$ cat config.mk
export PLATFORM = sky130hd
export DESIGN_NAME = mc_ctrl_fsm_flat
export DESIGN_NICKNAME = d
export VERILOG_FILES = /design/src/rtl/mc_ctrl_fsm_if.sv /design/src/rtl/mc_ctrl_fsm.sv /design/src/flat_wrapper.sv
export SDC_FILE = /design/constraint.sdc
export NUM_CORES = 1
export LEC_CHECK = 0
export ABC_AREA = 1
export CORE_MARGIN = 4
export CORE_UTILIZATION = 39
export CTS_CLUSTER_SIZE = 8
export DETAILED_ROUTE_END_ITERATION = 6
export PLACE_DENSITY = 0.85
export SLEW_MARGIN = 20
export SYNTH_ARGS = -nofsm -noshare
export SYNTH_HDL_FRONTEND = slang
export SYNTH_SLANG_ARGS = --single-unit
$ cat constraint.sdc
create_clock -name clk -period 2.1 [get_ports clk]
set_input_delay 0.42 -clock clk [delete_from_list [all_inputs] [get_ports clk]]
set_output_delay 0.42 -clock clk [all_outputs]
set_load 0.005 [all_outputs]
$ cat src/rtl/mc_ctrl_fsm_if.sv
// Control bundle between the multicycle FSM and the 16-bit datapath.
// master = control unit, slave = datapath side.
interface mc_ctrl_fsm_if #(
  parameter int ST_W = 4
);
  logic [3:0]      opcode;
  logic            zero;
  logic            mem_ready;
  logic            pc_en;
  logic            ir_en;
  logic            a_en;
  logic            b_en;
  logic            aluout_en;
  logic            mdr_en;
  logic            rf_we;
  logic            mem_rd;
  logic            mem_wr;
  logic            iord;
  logic            alu_src_a;
  logic [1:0]      alu_src_b;
  logic [1:0]      alu_op;
  logic [1:0]      pc_src;
  logic            reg_dst;
  logic            mem_to_reg;
  logic            halted;
  logic            illegal_op;
  logic [ST_W-1:0] dbg_state;

  modport master (
    input  opcode, zero, mem_ready,
    output pc_en, ir_en, a_en, b_en,
    output aluout_en, mdr_en, rf_we,
    output mem_rd, mem_wr, iord,
    output alu_src_a, alu_src_b, alu_op,
    output pc_src, reg_dst, mem_to_reg,
    output halted, illegal_op, dbg_state
  );

  modport slave (
    output opcode, zero, mem_ready,
    input  pc_en, ir_en, a_en, b_en,
    input  aluout_en, mdr_en, rf_we,
    input  mem_rd, mem_wr, iord,
    input  alu_src_a, alu_src_b, alu_op,
    input  pc_src, reg_dst, mem_to_reg,
    input  halted, illegal_op, dbg_state
  );
endinterface

$ cat src/rtl/mc_ctrl_fsm.sv
// Multicycle control FSM for the 16-bit RISC datapath.
// Define MEM_WAIT_EN to stall FETCH/MEM_RD/MEM_WR on mem_ready.
module mc_ctrl_fsm #(
  parameter int ST_W = 4
) (
  input logic        clk,
  input logic        CLR,
  mc_ctrl_fsm_if.master bus
);

  localparam logic [ST_W-1:0] S_FETCH  = ST_W'(0);
  localparam logic [ST_W-1:0] S_DECODE = ST_W'(1);
  localparam logic [ST_W-1:0] S_EXEC_R = ST_W'(2);
  localparam logic [ST_W-1:0] S_EXEC_I = ST_W'(3);
  localparam logic [ST_W-1:0] S_ALU_WB = ST_W'(4);
  localparam logic [ST_W-1:0] S_MEM_RD = ST_W'(5);
  localparam logic [ST_W-1:0] S_MEM_WB = ST_W'(6);
  localparam logic [ST_W-1:0] S_MEM_WR = ST_W'(7);
  localparam logic [ST_W-1:0] S_BRANCH = ST_W'(8);
  localparam logic [ST_W-1:0] S_JUMP   = ST_W'(9);
  localparam logic [ST_W-1:0] S_HALT   = ST_W'(10);

  localparam logic [3:0] OP_ADDI = 4'h5;
  localparam logic [3:0] OP_LW   = 4'h6;
  localparam logic [3:0] OP_SW   = 4'h7;
  localparam logic [3:0] OP_BEQ  = 4'h8;
  localparam logic [3:0] OP_JMP  = 4'h9;
  localparam logic [3:0] OP_HLT  = 4'hF;

  localparam logic [1:0] ALU_ADD = 2'd0;
  localparam logic [1:0] ALU_SUB = 2'd1;

  logic [ST_W-1:0] state;
  logic [ST_W-1:0] state_nxt;
  logic [3:0]      op;
  logic            rdy;
  logic            is_r;
  logic            is_i;
  logic            is_beq;
  logic            is_jmp;
  logic            is_hlt;
  logic            is_ill;

  assign op = bus.opcode;

`ifdef MEM_WAIT_EN
  assign rdy = bus.mem_ready;
`else
  logic unused_mem_ready;
  assign unused_mem_ready = bus.mem_ready;
  assign rdy = 1'b1;
`endif

  assign is_r   = (op >= 4'h1) && (op <= 4'h4);
  assign is_i   = (op >= OP_ADDI) && (op <= OP_SW);
  assign is_beq = (op == OP_BEQ);
  assign is_jmp = (op == OP_JMP);
  assign is_hlt = (op == OP_HLT);
  assign is_ill = (op >= 4'hA) && (op <= 4'hE);

  assign bus.dbg_state = state;

  // State register; CLR restarts at FETCH.
  always_ff @(posedge clk) begin
    if (CLR) state <= S_FETCH;
    else     state <= state_nxt;
  end

  // Next-state sequencing from opcode and memory handshake.
  always_comb begin
    state_nxt = S_FETCH;
    unique case (state)
      S_FETCH:  state_nxt = rdy ? S_DECODE : S_FETCH;
      S_DECODE: begin
        unique case (1'b1)
          is_r:    state_nxt = S_EXEC_R;
          is_i:    state_nxt = S_EXEC_I;
          is_beq:  state_nxt = S_BRANCH;
          is_jmp:  state_nxt = S_JUMP;
          is_hlt:  state_nxt = S_HALT;
          default: state_nxt = S_FETCH;
        endcase
      end
      S_EXEC_R: state_nxt = S_ALU_WB;
      S_EXEC_I: begin
        if (op == OP_LW)      state_nxt = S_MEM_RD;
        else if (op == OP_SW) state_nxt = S_MEM_WR;
        else                  state_nxt = S_ALU_WB;
      end
      S_ALU_WB: state_nxt = S_FETCH;
      S_MEM_RD: state_nxt = rdy ? S_MEM_WB : S_MEM_RD;
      S_MEM_WB: state_nxt = S_FETCH;
      S_MEM_WR: state_nxt = rdy ? S_FETCH : S_MEM_WR;
      S_BRANCH: state_nxt = S_FETCH;
      S_JUMP:   state_nxt = S_FETCH;
      S_HALT:   state_nxt = S_HALT;
      default:  state_nxt = S_FETCH;
    endcase
  end

  // Datapath controls; everything held low while CLR is high.
  always_comb begin
    bus.pc_en      = 1'b0;
    bus.ir_en      = 1'b0;
    bus.a_en       = 1'b0;
    bus.b_en       = 1'b0;
    bus.aluout_en  = 1'b0;
    bus.mdr_en     = 1'b0;
    bus.rf_we      = 1'b0;
    bus.mem_rd     = 1'b0;
    bus.mem_wr     = 1'b0;
    bus.iord       = 1'b0;
    bus.alu_src_a  = 1'b0;
    bus.alu_src_b  = 2'd0;
    bus.alu_op     = ALU_ADD;
    bus.pc_src     = 2'd0;
    bus.reg_dst    = 1'b0;
    bus.mem_to_reg = 1'b0;
    bus.halted     = 1'b0;
    bus.illegal_op = 1'b0;
    if (!CLR) begin
      unique case (state)
        S_FETCH: begin
          bus.mem_rd    = 1'b1;
          bus.ir_en     = rdy;
          bus.pc_en     = rdy;
          bus.alu_src_b = 2'd1;
        end
        S_DECODE: begin
          bus.a_en       = 1'b1;
          bus.b_en       = 1'b1;
          bus.aluout_en  = 1'b1;
          bus.alu_src_b  = 2'd2;
          bus.illegal_op = is_ill;
        end
        S_EXEC_R: begin
          bus.alu_src_a = 1'b1;
          bus.alu_op    = 2'(op - 4'd1);
          bus.aluout_en = 1'b1;
        end
        S_EXEC_I: begin
          bus.alu_src_a = 1'b1;
          bus.alu_src_b = 2'd2;
          bus.aluout_en = 1'b1;
        end
        S_ALU_WB: begin
          bus.rf_we   = 1'b1;
          bus.reg_dst = is_r;
        end
        S_MEM_RD: begin
          bus.mem_rd = 1'b1;
          bus.iord   = 1'b1;
          bus.mdr_en = rdy;
        end
        S_MEM_WB: begin
          bus.rf_we      = 1'b1;
          bus.mem_to_reg = 1'b1;
        end
        S_MEM_WR: begin
          bus.mem_wr = 1'b1;
          bus.iord   = 1'b1;
        end
        S_BRANCH: begin
          bus.alu_src_a = 1'b1;
          bus.alu_op    = ALU_SUB;
          bus.pc_src    = 2'd1;
          bus.pc_en     = bus.zero;
        end
        S_JUMP: begin
          bus.pc_src = 2'd2;
          bus.pc_en  = 1'b1;
        end
        S_HALT:  bus.halted = 1'b1;
        default: ;
      endcase
    end
  end

endmodule

$ cat src/flat_wrapper.sv
// flat-port wrapper written by rule: the top's interface ports become plain ports
module mc_ctrl_fsm_flat 
#(
  parameter int ST_W = 4
)
  (clk, CLR, bus_opcode, bus_zero, bus_mem_ready, bus_pc_en, bus_ir_en, bus_a_en, bus_b_en, bus_aluout_en, bus_mdr_en, bus_rf_we, bus_mem_rd, bus_mem_wr, bus_iord, bus_alu_src_a, bus_alu_src_b, bus_alu_op, bus_pc_src, bus_reg_dst, bus_mem_to_reg, bus_halted, bus_illegal_op, bus_dbg_state);
  mc_ctrl_fsm_if #(.ST_W(ST_W)) bus_i ();
  input logic clk;
  input logic CLR;
  input wire logic [$bits(bus_i.opcode)-1:0] bus_opcode;
  input wire logic [$bits(bus_i.zero)-1:0] bus_zero;
  input wire logic [$bits(bus_i.mem_ready)-1:0] bus_mem_ready;
  output wire logic [$bits(bus_i.pc_en)-1:0] bus_pc_en;
  output wire logic [$bits(bus_i.ir_en)-1:0] bus_ir_en;
  output wire logic [$bits(bus_i.a_en)-1:0] bus_a_en;
  output wire logic [$bits(bus_i.b_en)-1:0] bus_b_en;
  output wire logic [$bits(bus_i.aluout_en)-1:0] bus_aluout_en;
  output wire logic [$bits(bus_i.mdr_en)-1:0] bus_mdr_en;
  output wire logic [$bits(bus_i.rf_we)-1:0] bus_rf_we;
  output wire logic [$bits(bus_i.mem_rd)-1:0] bus_mem_rd;
  output wire logic [$bits(bus_i.mem_wr)-1:0] bus_mem_wr;
  output wire logic [$bits(bus_i.iord)-1:0] bus_iord;
  output wire logic [$bits(bus_i.alu_src_a)-1:0] bus_alu_src_a;
  output wire logic [$bits(bus_i.alu_src_b)-1:0] bus_alu_src_b;
  output wire logic [$bits(bus_i.alu_op)-1:0] bus_alu_op;
  output wire logic [$bits(bus_i.pc_src)-1:0] bus_pc_src;
  output wire logic [$bits(bus_i.reg_dst)-1:0] bus_reg_dst;
  output wire logic [$bits(bus_i.mem_to_reg)-1:0] bus_mem_to_reg;
  output wire logic [$bits(bus_i.halted)-1:0] bus_halted;
  output wire logic [$bits(bus_i.illegal_op)-1:0] bus_illegal_op;
  output wire logic [$bits(bus_i.dbg_state)-1:0] bus_dbg_state;
  assign bus_i.opcode = bus_opcode;
  assign bus_i.zero = bus_zero;
  assign bus_i.mem_ready = bus_mem_ready;
  assign bus_pc_en = bus_i.pc_en;
  assign bus_ir_en = bus_i.ir_en;
  assign bus_a_en = bus_i.a_en;
  assign bus_b_en = bus_i.b_en;
  assign bus_aluout_en = bus_i.aluout_en;
  assign bus_mdr_en = bus_i.mdr_en;
  assign bus_rf_we = bus_i.rf_we;
  assign bus_mem_rd = bus_i.mem_rd;
  assign bus_mem_wr = bus_i.mem_wr;
  assign bus_iord = bus_i.iord;
  assign bus_alu_src_a = bus_i.alu_src_a;
  assign bus_alu_src_b = bus_i.alu_src_b;
  assign bus_alu_op = bus_i.alu_op;
  assign bus_pc_src = bus_i.pc_src;
  assign bus_reg_dst = bus_i.reg_dst;
  assign bus_mem_to_reg = bus_i.mem_to_reg;
  assign bus_halted = bus_i.halted;
  assign bus_illegal_op = bus_i.illegal_op;
  assign bus_dbg_state = bus_i.dbg_state;
  mc_ctrl_fsm #(.ST_W(ST_W)) u_core (.clk(clk), .CLR(CLR), .bus(bus_i));
endmodule
=== After elaboration in Yosys (flattened, before gate mapping) ===
Cells that the tools add are included.

* $add $sub $neg: 1
* $mul: 0
* Div/mod/pow operators: 0
* Magnitude comparators: 6
* Equal/unequal tests: 15
* Shifts and indexed selects: 0
* Multiplexer cells: 38
* Bitwise logic cells: 0
* Reductions and logical operators: 11

{| class="wikitable"
|+ Operators with widths
! kind !! count
|-
| 1-bit two-way mux || 27
|-
| 4-bit by 3-bit == test with 1-bit output, second input constant || 6
|-
| 4-bit == test, second input constant || 6
|-
| 4-bit case mux with 6 select lines || 1
|-
| 4-bit case mux with 5 select lines || 1
|-
| 2-bit case mux with 2 select lines || 3
|-
| 2-bit OR reduction || 5
|-
| 4-bit by 2-bit == test with 1-bit output, second input constant || 2
|-
| 4-bit by 3-bit <= comparator with 1-bit output, second input constant || 2
|-
| 2-bit two-way mux || 4
|-
| 3-bit OR reduction || 2
|-
| 4-bit by 1-bit == test with 1-bit output, second input constant || 1
|-
| 4-bit by 1-bit >= comparator with 1-bit output, second input constant || 1
|-
| 4-bit by 3-bit >= comparator with 1-bit output, second input constant || 1
|-
| 4-bit >= comparator, second input constant || 1
|-
| 4-bit <= comparator, second input constant || 1
|-
| 4-bit logical NOT || 1
|-
| 4-bit two-way mux || 1
|-
| 1-bit logical AND || 3
|-
| 1-bit case mux with 2 select lines || 1
|-
| 2-bit by 1-bit subtractor with 2-bit output, second input constant || 1
|}

* Flip-flop bits (word level): 4
* Bits in latches: 0
* Memory bits (writable): 0
* Bits in read-only memories: 0
* Bits of input ports: 8
* Word-level logic and storage cells: 72
* Memories kept: 0

=== Logic depth before layout (Yosys ltp) ===
* Depth after elaboration: 4
* Mapped depth: 8

=== Worst setup path after synthesis ===
No wires, ideal clock.

* Path type: input to output
* Start point: input bus_opcode[0]
* End point: output bus_reg_dst
* Arrival: 0.983 ns
* Required time: 1.680 ns
* Path slack: 0.697 ns
* Stages on the path: 7
* Path buffers: 0
* Cells stage by stage: inv_1 ha_1 nand2_1 nand2_1 nand2_1 nand4_1 inv_1

* Word-level cells in the longest chain between the ends: 4
* Elaborated cells between the ends (all ways): 5
* Classes of those cells: order compare (2); mux (2); reduce/logical (1)

{| class="wikitable"
|+ RTL lines
! element !! line !! source
|-
| start, declared || flat_wrapper.sv:10 || <nowiki>input wire logic [$bits(bus_i.opcode)-1:0] bus_opcode;</nowiki>
|-
| 4-bit by 1-bit >= comparator with 1-bit output or 4-bit by 3-bit <= comparator with 1-bit output (tied branches) || mc_ctrl_fsm.sv:54 || <nowiki>assign is_r = (op >= 4'h1) && (op <= 4'h4);</nowiki>
|-
| 1-bit logical AND (*) || mc_ctrl_fsm.sv:54 ||
|-
| 1-bit two-way mux (*) || mc_ctrl_fsm.sv:122 || <nowiki>unique case (state)</nowiki>
|-
| 1-bit two-way mux (*) || mc_ctrl_fsm.sv:121 || <nowiki>if (!CLR) begin</nowiki>
|-
| end, declared || flat_wrapper.sv:27 || <nowiki>output wire logic [$bits(bus_i.reg_dst)-1:0] bus_reg_dst;</nowiki>
|}

Mark *: on every way between the ends. The rest lies on a longest branch, timed or not.

=== Worst setup path in the final report ===
* Start point: register u_core.state[2], in the netlist u_core.bus.dbg_state[2]
* End point: output bus_b_en

* Word-level cells in the longest chain between the ends: 3

{| class="wikitable"
|+ RTL lines
! element !! line !! source
|-
| start, declared || mc_ctrl_fsm.sv:33 || <nowiki>logic [ST_W-1:0] state;</nowiki>
|-
| start signal, assigned || mc_ctrl_fsm.sv:66 || <nowiki>else state <= state_nxt;</nowiki>
|-
| 4-bit by 1-bit == test with 1-bit output || mc_ctrl_fsm.sv:122 ||
|-
| 1-bit two-way mux || mc_ctrl_fsm.sv:122 ||
|-
| 1-bit two-way mux || mc_ctrl_fsm.sv:121 ||
|-
| end, declared || flat_wrapper.sv:16 || <nowiki>output wire logic [$bits(bus_i.b_en)-1:0] bus_b_en;</nowiki>
|}

No other way between the ends.

==> summary by stage <==
Final layout
The layout overhead on the synthesized area is 86.3%. The net total in the final layout is 159. The layout has 89 filler cells. After the flow finishes, the layout carries non-filler instances totaling 160.

The proportion of layout cells with a drive suffix above 1 is 0.297. The number of flip-flops in the largest register is 4. The number of antenna repair diodes is 0.

Die
The number of I/O pins is 33. The row count is 13. The region available for standard cell placement spans 0.00132 mm2. The y dimension of the die is 45.5 um. For this configuration, the core starts out at a cell density of 0.417. The die outline area is 0.00207 mm2. In this run the horizontal extent of the chip is 45.5 um.

STA
The final clock skew is 0.00325 ns. Setup slack on the critical path of the routed design comes to 0.0167 ns. Based on the critical path, the design can be clocked at up to 480 MHz. The post-layout minimum cycle time is 2.08 ns. The number of endpoints with negative hold slack in the final report is 0.

The number of slew-limit violations in the final report is 0. In the finished design, the share of the clock period the worst path needs comes to 0.992. In this run the tightest slew margin relative to its limit is 0.805. At the pin with the least slew margin, the transition time is 0.292 ns. The count of final setup violators is 0.

Min path
The worst min-delay path class is reg2reg.

Clock network
The buffer cell driving the clock tree root is sky130_fd_sc_hd__clkbuf_4. The clock latency on the worst-skew pair is 0.24 ns. TritonCTS created 3 clock buffers. The clock-pin slew on the worst setup and hold paths is 0.04 ns.

Clock tree synthesis found a total of 4 sinks. TritonCTS built the clock tree. The number of buffers on the longest clock path is 2. The deepest level of the CTS H-tree is 1.

GRT
The first global-routing pass estimated 3.34 mm of wire. Entering global routing, the biggest net connects 11 pins. After global routing the overflow that remains totals 0. The total routing resource utilization after global routing is 0.219. The number of global-route vias before repair is 816.

The most used routing layer in global routing is met2. The initial antenna violation count is 0. The global-route met3 utilization is 0.0553. The global-route met1 utilization is 0.246.

The met2 routing resource usage after global routing is 0.359.

Logic synthesis
The number of distinct library cells after synthesis is 20. In this run the cell area of the synthesized design comes to 549 um2. The share of the Yosys chip area taken by registers is 0.146. Yosys attributes the largest share of cell area to sky130_fd_sc_hd__nand2_1 (16%), sky130_fd_sc_hd__dfxtp_1 (15%), sky130_fd_sc_hd__inv_1 (12%). In this run, synthesis produced a sequential element count of 4.

The gate count after technology mapping is 100. The average instance area after synthesis is 5.49 um2. Counting every net in the synthesized netlist gives 112. Of the post-synthesis cell area, the dominant cell type holds 0.164.

The number of warnings issued by yosys is 0. The biggest area contributor in the post-synthesis netlist is sky130_fd_sc_hd__nand2_1.

Place
At the end of routability-driven placement, the weighted congestion stood at 0.937. Timing analysis after detailed placement gives a worst setup slack of -0.389 ns. The half-perimeter wire length of the detailed placement result is 1.58 mm. The count of buffers from port buffering is 31. After detailed placement, the design holds a cell count of 155.

Job
Max-cap violations in this run came to 0.

Power
Internal power comes to 247 uW. The sequential share of power is 0.244. The switching part of the total is 0.364.

Summed over all cells, the static leakage comes to 0.573 nW. Summed over all nets, the switching power comes to 141 uW. For this design the ratio of total power to cell area is 379 mW/mm2.

The combinational share of power is 0.502. The overall power consumption is 388 uW. Of the total power, the clock network draws 0.254. The peak ir drop on the vdd network is 331 uV.

Drt
After detailed routing, the average wire length per cell comes to 13.9 um. The detail route stage leaves a number of antenna-violating nets equal to 0. The total length of routed wires is 2.22 mm.

The initial DRC count is 33. For this run, design rule violations remaining after detail routing come to 0. The via count normalized by instance count is 5.18.

The count of vias placed by the detailed router is 829. The number of iterations in the first detailed-routing pass is 4.

Worst setup path
The required time of the critical path is 1.68 ns. The largest individual stage delay along the critical path comes from the cell sky130_fd_sc_hd__clkdlybuf4s50_1. The data arrival time at the worst-slack endpoint is 1.66 ns. Walking the worst path, the cells encountered are nor2_4 -> nand2_4 -> nor2_2 -> buf_4 -> clkdlybuf4s50_1.

The launching element type of the critical path is a flop. The peak fanout along the critical path is 6. On the worst path, the slowest cell contributes a delay of 0.50 ns. The endpoint type of the worst setup path is an output port.

The path type of the worst setup path is reg2out.

Outcome
The run finished with clean final reports.
## power by group through the flow
stage	clock, mW	combinational [mW]	sequential [mW]
finish	0.0984	0.195	0.0947
CTS	0.0952	0.188	0.0924
floorplan	0	0.0832	0.0914
global placement	0	0.177	0.0921
global route	0.106	0.213	0.0964
detailed placement	0	0.181	0.0919
## placed cells by master (no fill, tap or decap)
master                            count
sky130_fd_sc_hd__nand4_1              2
sky130_fd_sc_hd__dfxtp_4              2
sky130_fd_sc_hd__inv_2                4
sky130_fd_sc_hd__nor2_1              13
sky130_fd_sc_hd__ha_1                 2
sky130_fd_sc_hd__dfxtp_2              2
sky130_fd_sc_hd__a31oi_1              1
sky130_fd_sc_hd__o21ai_0              1
sky130_fd_sc_hd__inv_1               15
sky130_fd_sc_hd__clkdlybuf4s15_2      1
sky130_fd_sc_hd__a21oi_1              6
sky130_fd_sc_hd__nand3_1              7
sky130_fd_sc_hd__nand2_1             23
sky130_fd_sc_hd__clkbuf_4             3
sky130_fd_sc_hd__o2111ai_1            1
sky130_fd_sc_hd__nand2_2              2
sky130_fd_sc_hd__nor2_4               2
sky130_fd_sc_hd__nand2_4              1
sky130_fd_sc_hd__dlygate4sd2_1       10
sky130_fd_sc_hd__o31ai_2              1
sky130_fd_sc_hd__ha_2                 2
sky130_fd_sc_hd__nor3_1               1
sky130_fd_sc_hd__dlymetal6s2s_1       3
sky130_fd_sc_hd__clkdlybuf4s50_1     17
sky130_fd_sc_hd__buf_4               15
sky130_fd_sc_hd__nor2_2               8
## worst paths after layout
check                                                        start                                  to  slack, ns  cells after the start
worst max register to register  u_core.bus.dbg_state[1]$_SDFF_PP0_  u_core.bus.dbg_state[0]$_SDFF_PP0_       0.87                      5
worst min-delay path            u_core.bus.dbg_state[1]$_SDFF_PP0_  u_core.bus.dbg_state[2]$_SDFF_PP0_       0.58                      2
worst min register to register  u_core.bus.dbg_state[1]$_SDFF_PP0_  u_core.bus.dbg_state[2]$_SDFF_PP0_       0.58                      2
worst max-delay path            u_core.bus.dbg_state[2]$_SDFF_PP0_                            bus_b_en       0.02                      5
## cell usage after synthesis, drive strengths merged
| cell type | number |
|---|---|
| nand2 | 26 |
| nor2 | 23 |
| inv | 19 |
| nand3 | 7 |
| a21oi | 6 |
| dfxtp | 4 |
| ha | 4 |
| buf | 3 |
| nand4 | 2 |
| a31oi | 1 |
| clkbuf | 1 |
| nor3 | 1 |
| o2111ai | 1 |
| o21ai | 1 |
| o31ai | 1 |
## worst max-delay path, delay by kind of cell, from the launching register on
kind	cells	cell delay, ns
buffers and inverters	2	0.63
and+or+nand+nor	3	0.45
DFF	1	0.34
## stage by stage
step	hold WS, ns	area, um2	setup TNS (ns)	util
global route	0.594	1020	-0.0952	0.777
global placement	0.558	952	-2.13	0.723
CTS	0.551	1000	0	0.761
floorplan	0.535	549	0	-
finish	0.579	1020	0	0.777
detailed placement	0.567	952	-2.52	0.723
## per-layer routing
metal  up-vias  routed length, um
li1        399                  -
met1       381                853
met2        36               1170
met3        13                 96
met4         0                 98
met5         -                  0
## cell families after synthesis
| kind of cell | synth area share |
|---|---|
| AOI/OAI and AO/OA | 0.114 |
| adders and majority gates | 0.0911 |
| buffers and inverters | 0.173 |
| DFF | 0.146 |
| and+or+nand+nor | 0.476 |
## layout make-up
class / instances / area, um2 / area share
well taps: 15 / 18.8 / 0.0183
flip-flops and latches: 4 / 90.1 / 0.0880
multi-input cells: 73 / 402 / 0.392
clock buffers: 3 / 22.5 / 0.0220
repair buffers: 46 / 419 / 0.410
inverters: 19 / 71.3 / 0.0697
## timing repair
action,CTS,global route
pin swaps,2,1
endpoints found under the hold margin,0,0
endpoints found under the setup margin,17,12
hold buffers,0,0
resized for setup,25,8
setup buffers,2,0
cloned,0,0
No activity file was read; power rests on OpenSTA's default activity.
==> variant 1, RTL diff (same flow settings) <==
`ST_W` is set to 4 in 3 places; all go to 6.
--- a/src/rtl/mc_ctrl_fsm_if.sv
+++ b/src/rtl/mc_ctrl_fsm_if.sv
@@ -1,7 +1,7 @@
 // Control bundle between the multicycle FSM and the 16-bit datapath.
 // master = control unit, slave = datapath side.
 interface mc_ctrl_fsm_if #(
-  parameter int ST_W = 4
+  parameter int ST_W = 6
 );
   logic [3:0]      opcode;
   logic            zero;
--- a/src/rtl/mc_ctrl_fsm.sv
+++ b/src/rtl/mc_ctrl_fsm.sv
@@ -1,7 +1,7 @@
 // Multicycle control FSM for the 16-bit RISC datapath.
 // Define MEM_WAIT_EN to stall FETCH/MEM_RD/MEM_WR on mem_ready.
 module mc_ctrl_fsm #(
-  parameter int ST_W = 4
+  parameter int ST_W = 6
 ) (
   input logic        clk,
   input logic        CLR,
--- a/src/flat_wrapper.sv
+++ b/src/flat_wrapper.sv
@@ -1,7 +1,7 @@
 // flat-port wrapper written by rule: the top's interface ports become plain ports
 module mc_ctrl_fsm_flat 
 #(
-  parameter int ST_W = 4
+  parameter int ST_W = 6
 )
   (clk, CLR, bus_opcode, bus_zero, bus_mem_ready, bus_pc_en, bus_ir_en, bus_a_en, bus_b_en, bus_aluout_en, bus_mdr_en, bus_rf_we, bus_mem_rd, bus_mem_wr, bus_iord, bus_alu_src_a, bus_alu_src_b, bus_alu_op, bus_pc_src, bus_reg_dst, bus_mem_to_reg, bus_halted, bus_illegal_op, bus_dbg_state);
   mc_ctrl_fsm_if #(.ST_W(ST_W)) bus_i ();
Interface: changed (resized bus_dbg_state); port bits go from 33 to 35. No check against the original RTL was run, so the function may have changed too.
==> variant 1 against the unedited design <==
- routed wire length is 13% lower
- area after synthesis is 3.4% higher
- die area is 2.8% higher
- worst setup slack better by 0.062 ns
- design area is 0.86% higher
- hold slack better by 0.016 ns
- power is 1.9% higher
- sequential cell count stayed put
==> variant 1: results (changes against the unedited design) <==
* TritonCTS Buffers at 3 (unchanged)
* Clock transition at path regs at 0.04 ns (about the same)
* Status: completed (unchanged)
* CP max FO at 5 (was 6)
* Final nets at 159 (unchanged)
* Sw Ratio at 36.13% (was 36.43%)
* Routed WL per cell at 12.04 um (was 13.86 um)
* Placed Instances at 152 (was 155)
* Starting DRC count in detailed routing at 35 (was 33)
* Worst r2r path cells at 6 (was 5)
* Layout Skew at 0.0007235 ns (was 0.003251 ns)
* FF-to-FF Start: u_core.bus.dbg_state[2] (was u_core.bus.dbg_state[1])
* Layout cells sized above 1 at 30.34% (was 29.66%)
* Skew-Pair Late Insertion Delay at 0.24 ns (about the same)
* First-pass GRT wire length at 2.987 mm (was 3.339 mm)
* Register area share after synthesis at 14.10% (was 14.58%)
* Worst Hold Launch: u_core.bus.dbg_state[1] (unchanged)
* HPWL Detailed at 1.514 mm (was 1.577 mm)
* Crit path from: u_core.bus.dbg_state[3] (was u_core.bus.dbg_state[2])
* Tot GR Track Use at 19.43% (was 21.95%)
* Crit-path slowest cell: clkdlybuf4s50_1 (unchanged)
* WL final at 1.927 mm (was 2.217 mm)
* Largest net degree at the start of global routing at 10 (was 11)
* Initial antenna violation count at 0 (unchanged)
* Flip-flop and latch power at 97.5 uW (was 94.7 uW)
* Setup crit end: bus_a_en (was bus_b_en)
* Leading post-synthesis cells by cell area: dfxtp_1 (14%), nand2_1 (12%), inv_1 (11%), nor2_1 (11%), ha_1 (8.8%) (was nand2_1 (16%), dfxtp_1 (15%), inv_1 (12%), nor2_1 (12%), ha_1 (9.1%))
* Pre-antenna DRT Iters at 4 (unchanged)
* Crit path DAT at 1.60 ns (was 1.66 ns)
* Worst VDD drop at 0.2545 mV (was 0.3312 mV)
* Vias in the first global route at 748 (was 816)
* Post-synth top cells: nand2_1 (18), inv_1 (16), nor2_1 (16), nand3_1 (10) (was nand2_1 (24), inv_1 (17), nor2_1 (17), nand3_1 (7), a21oi_1 (6))
* Gp weighted congestion at 0.8168 (was 0.9367)
* Layout fillers at 112 (was 89)
* Syn. warnings at 0 (unchanged)
* Type of the worst min-delay path: reg2reg (unchanged)
* Reg2reg end: u_core.bus.dbg_state[0] (unchanged)
* Final setup vio count at 0 (unchanged)
* Avg Inst Size Synth at 5.738 sq um (was 5.493 sq um)
* Port Buffer Count at 31 (unchanged)
* Static Leakage at 0.6036 nW (was 0.5727 nW)
* Netlist cell types at 24 (was 20)
* Slack of the worst reg-to-reg path at 0.98 ns (was 0.87 ns)
* Vias/cell at 5.013 (was 5.181)
* Comb. pwr at ~200 uW
## variant 1: cell count changes after synthesis, moves of 2 or more
cell | before | now
nand2_1 | 24 | 18
a21oi_1 | 6 | 3
nand3_1 | 7 | 10
buf_4 | 2 | 4
nor2_2 | 5 | 3
## variant 1: layout make-up
cell class / instances / area [sq um] / share of cell area [%]
Clock buffer: 3 / 22.52 / 2.182
Inverter: 19 / 71.32 / 6.909
Multi-Input combinational cell: 71 / 410.4 / 39.76
Sequential cell: 4 / 87.58 / 8.485
Tap cell: 15 / 18.77 / 1.818
Timing Repair Buffer: 48 / 421.7 / 40.85
## variant 1: cells by family (layout without fill, tap and decap cells)
logic type	after synthesis	count (layout)	synth area share, %
other	1	2	0.6602
adders and majority gates	4	4	8.811
buffers and inverters	25	70	19.60
AOI/OAI and AO/OA	10	10	12.12
DFF	4	4	14.10
and+or+nand+nor	55	55	44.71
## variant 1: stage by stage
stage	instance area (sq um)	setup TNS (ns)	hold WS, ns	setup slack, ns
after detailed placement	950.9	-2.088	0.6105	-0.4204
final	1032	0	0.5946	0.07896
after global routing	1032	-0.01153	0.6148	-0.008053
after global placement	950.9	-1.894	0.5976	-0.3797
after floorplan	571.8	0	0.5757	0.6262
after CTS	978.4	0	0.6167	0.01399
## variant 1: metal layers
metal	part of all wire [%]	wire length [um]	GRT usage (%)
met5	0	0	0
met4	2.2	43	8.523
met3	9.9	190	8.594
met2	51	985	33.24
met1	37	707	20.23
## variant 1: critical path, delay by kind of cell (launching register included)
family	cells	cell delay, ns
buffers and inverters	2	0.61
DFF	1	0.36
and+or+nand+nor	3	0.39
## variant 1: timing repair
item                                    CTS  global route
buffers inserted                          2             3
endpoints found under the setup margin   18             8
resized for setup                        23            12
pin swaps                                 2             2
==> variant 2, RTL diff (same flow settings) <==
Made on the original files. Add a define of `MEM_WAIT_EN`.
--- a/src/rtl/mc_ctrl_fsm.sv
+++ b/src/rtl/mc_ctrl_fsm.sv
@@ -1,5 +1,7 @@
 // Multicycle control FSM for the 16-bit RISC datapath.
 // Define MEM_WAIT_EN to stall FETCH/MEM_RD/MEM_WR on mem_ready.
+`define MEM_WAIT_EN
+
 module mc_ctrl_fsm #(
   parameter int ST_W = 4
 ) (
Function: changed (Yosys sat finds a counterexample within 4 cycles, from zero or initial values).
==> variant 2 against the unedited design <==
- area after synthesis is 9.1% higher
- global-route usage is 1.3 points higher
- critical path depth is 2 higher
- worst setup slack worse by 0.0049 ns
- design area is 12% higher
- combinational power is 19% lower
- routed wire length is 16% higher
- sequential cell count stayed put
- power is 9.7% lower
- largest power group unchanged
==> variant 2: results (changes against the unedited design) <==
* First-pass GRT wire length at 3.732 mm (was 3.339 mm)
* Tot GR Track Use at 23.25% (was 21.95%)
* Status: completed (unchanged)
* Top_reg_cell synth: dfxtp_1 (unchanged)
* Leading post-synthesis cells by cell area: nor2_1 (16%), dfxtp_1 (13%), nand2_1 (13%), ha_1 (8.4%), inv_1 (7.5%) (was nand2_1 (16%), dfxtp_1 (15%), inv_1 (12%), nor2_1 (12%), ha_1 (9.1%))
* Starting DRC count in detailed routing at 43 (was 33)
* Mapped Cells at 106 (was 100)
* Final setup vio count at 0 (unchanged)
* Synth Area in Adders at 8.351% (was 9.112%)
* Largest net degree at the start of global routing at 14 (was 11)
* Skew-Pair Late Insertion Delay at 0.24 ns (about the same)
* Worst VDD drop at 0.1702 mV (was 0.3312 mV)
* Netlist cell types at 28 (was 20)
* WL final at 2.571 mm (was 2.217 mm)
* Slew margin rel. at 83.20% (was 80.54%)
* Gp weighted congestion at 0.8732 (was 0.9367)
* Syn. warnings at 0 (unchanged)
* Critical path's largest stage delay at 0.51 ns
* Post-synth top cells: nor2_1 (25), nand2_1 (20), inv_1 (12), nand3_1 (8), a21oi_1 (6) (was nand2_1 (24), inv_1 (17), nor2_1 (17), nand3_1 (7), a21oi_1 (6))
* Met3 usage in global routing at 2.682% (was 5.534%)
* DR top layer: met4 (unchanged)
* CP max FO at 5 (was 6)
* Vias/cell at 5.500 (was 5.181)
* Met2 Wirelength at 1.316 mm (was 1.169 mm)
* HPWL Detailed at 1.758 mm (was 1.577 mm)
* Crit-path slowest cell: clkdlybuf4s50_1 (unchanged)
* Internal power at 220.9 uW (was 246.6 uW)
* Xor/xnor share of the synthesized area at 0% (unchanged)
* Syn_nets at 118 (was 112)
* Vias in the first global route at 878 (was 816)
* Dpl ws at -0.5680 ns (was -0.3895 ns)
* Layout Skew at 0.01079 ns (was 0.003251 ns)
* Static Leakage at 0.6678 nW (was 0.5727 nW)
* Met1 wire length at 1.006 mm (was 853 um)
* Flip-flop and latch power at 87.0 uW (was 94.7 uW)
* Comb power frac at 45.2% (was 50.2%)
* Port Buffer Count at 32 (was 31)
* Final Power at 350.1 uW (was 388.0 uW)
* Compound-Gate Fraction of Synth Area at 8.977% (was 11.39%)
* Multiplexer share of the synthesized area at 0% (unchanged)
* GR Layer Usage met2 at 39.30% (was 35.93%)
* TritonCTS Buffers at 3 (unchanged)
* Layout cells sized above 1 at 32.68% (was 29.66%)
* DP Area at 0.001023 sq mm (was 952.2 sq um)
* Max reg flops at 4 (unchanged)
* Met1 Use GR at 29.91% (was 24.65%)
* Placed Instances at 164 (was 155)
* Metal3 WL at 169 um (was 96 um)
* Non-Filler Instances at 168 (was 160)
* Register area share after synthesis at 13.36% (was 14.58%)
variant 2: repair_timing:
action | CTS | global route
pin swaps | 2 | 2
endpoints found under the setup margin | 20 | 15
resized for setup | 29 | 21
setup buffers | 0 | 1
variant 2: final timing paths:
path                                         startpoint                      end  slack (ns)  cells past startpoint
worst max-delay path            u_core.bus.dbg_state[3]            bus_pc_src[0]        0.01                      7
worst min register to register  u_core.bus.dbg_state[0]  u_core.bus.dbg_state[2]        0.62                      2
worst min-delay path            u_core.bus.dbg_state[0]  u_core.bus.dbg_state[2]        0.62                      2
worst max register to register  u_core.bus.dbg_state[3]  u_core.bus.dbg_state[0]        0.87                     10
variant 2: worst min-delay path, stage by stage, from the launching register on:
cell	delay, ns
dfxtp_4	0.39
nand4_1	0.13
a21oi_1	0.07
variant 2: final cells by class:
class,instances,area (sq um)
Multi-Input combinational cell,82,491.7
Inverter,16,72.57
Fill cell,94,217.7
Sequential cell,4,91.34
Timing Repair Buffer,48,451.7
Tap cell,15,18.77
Clock buffer,3,22.52
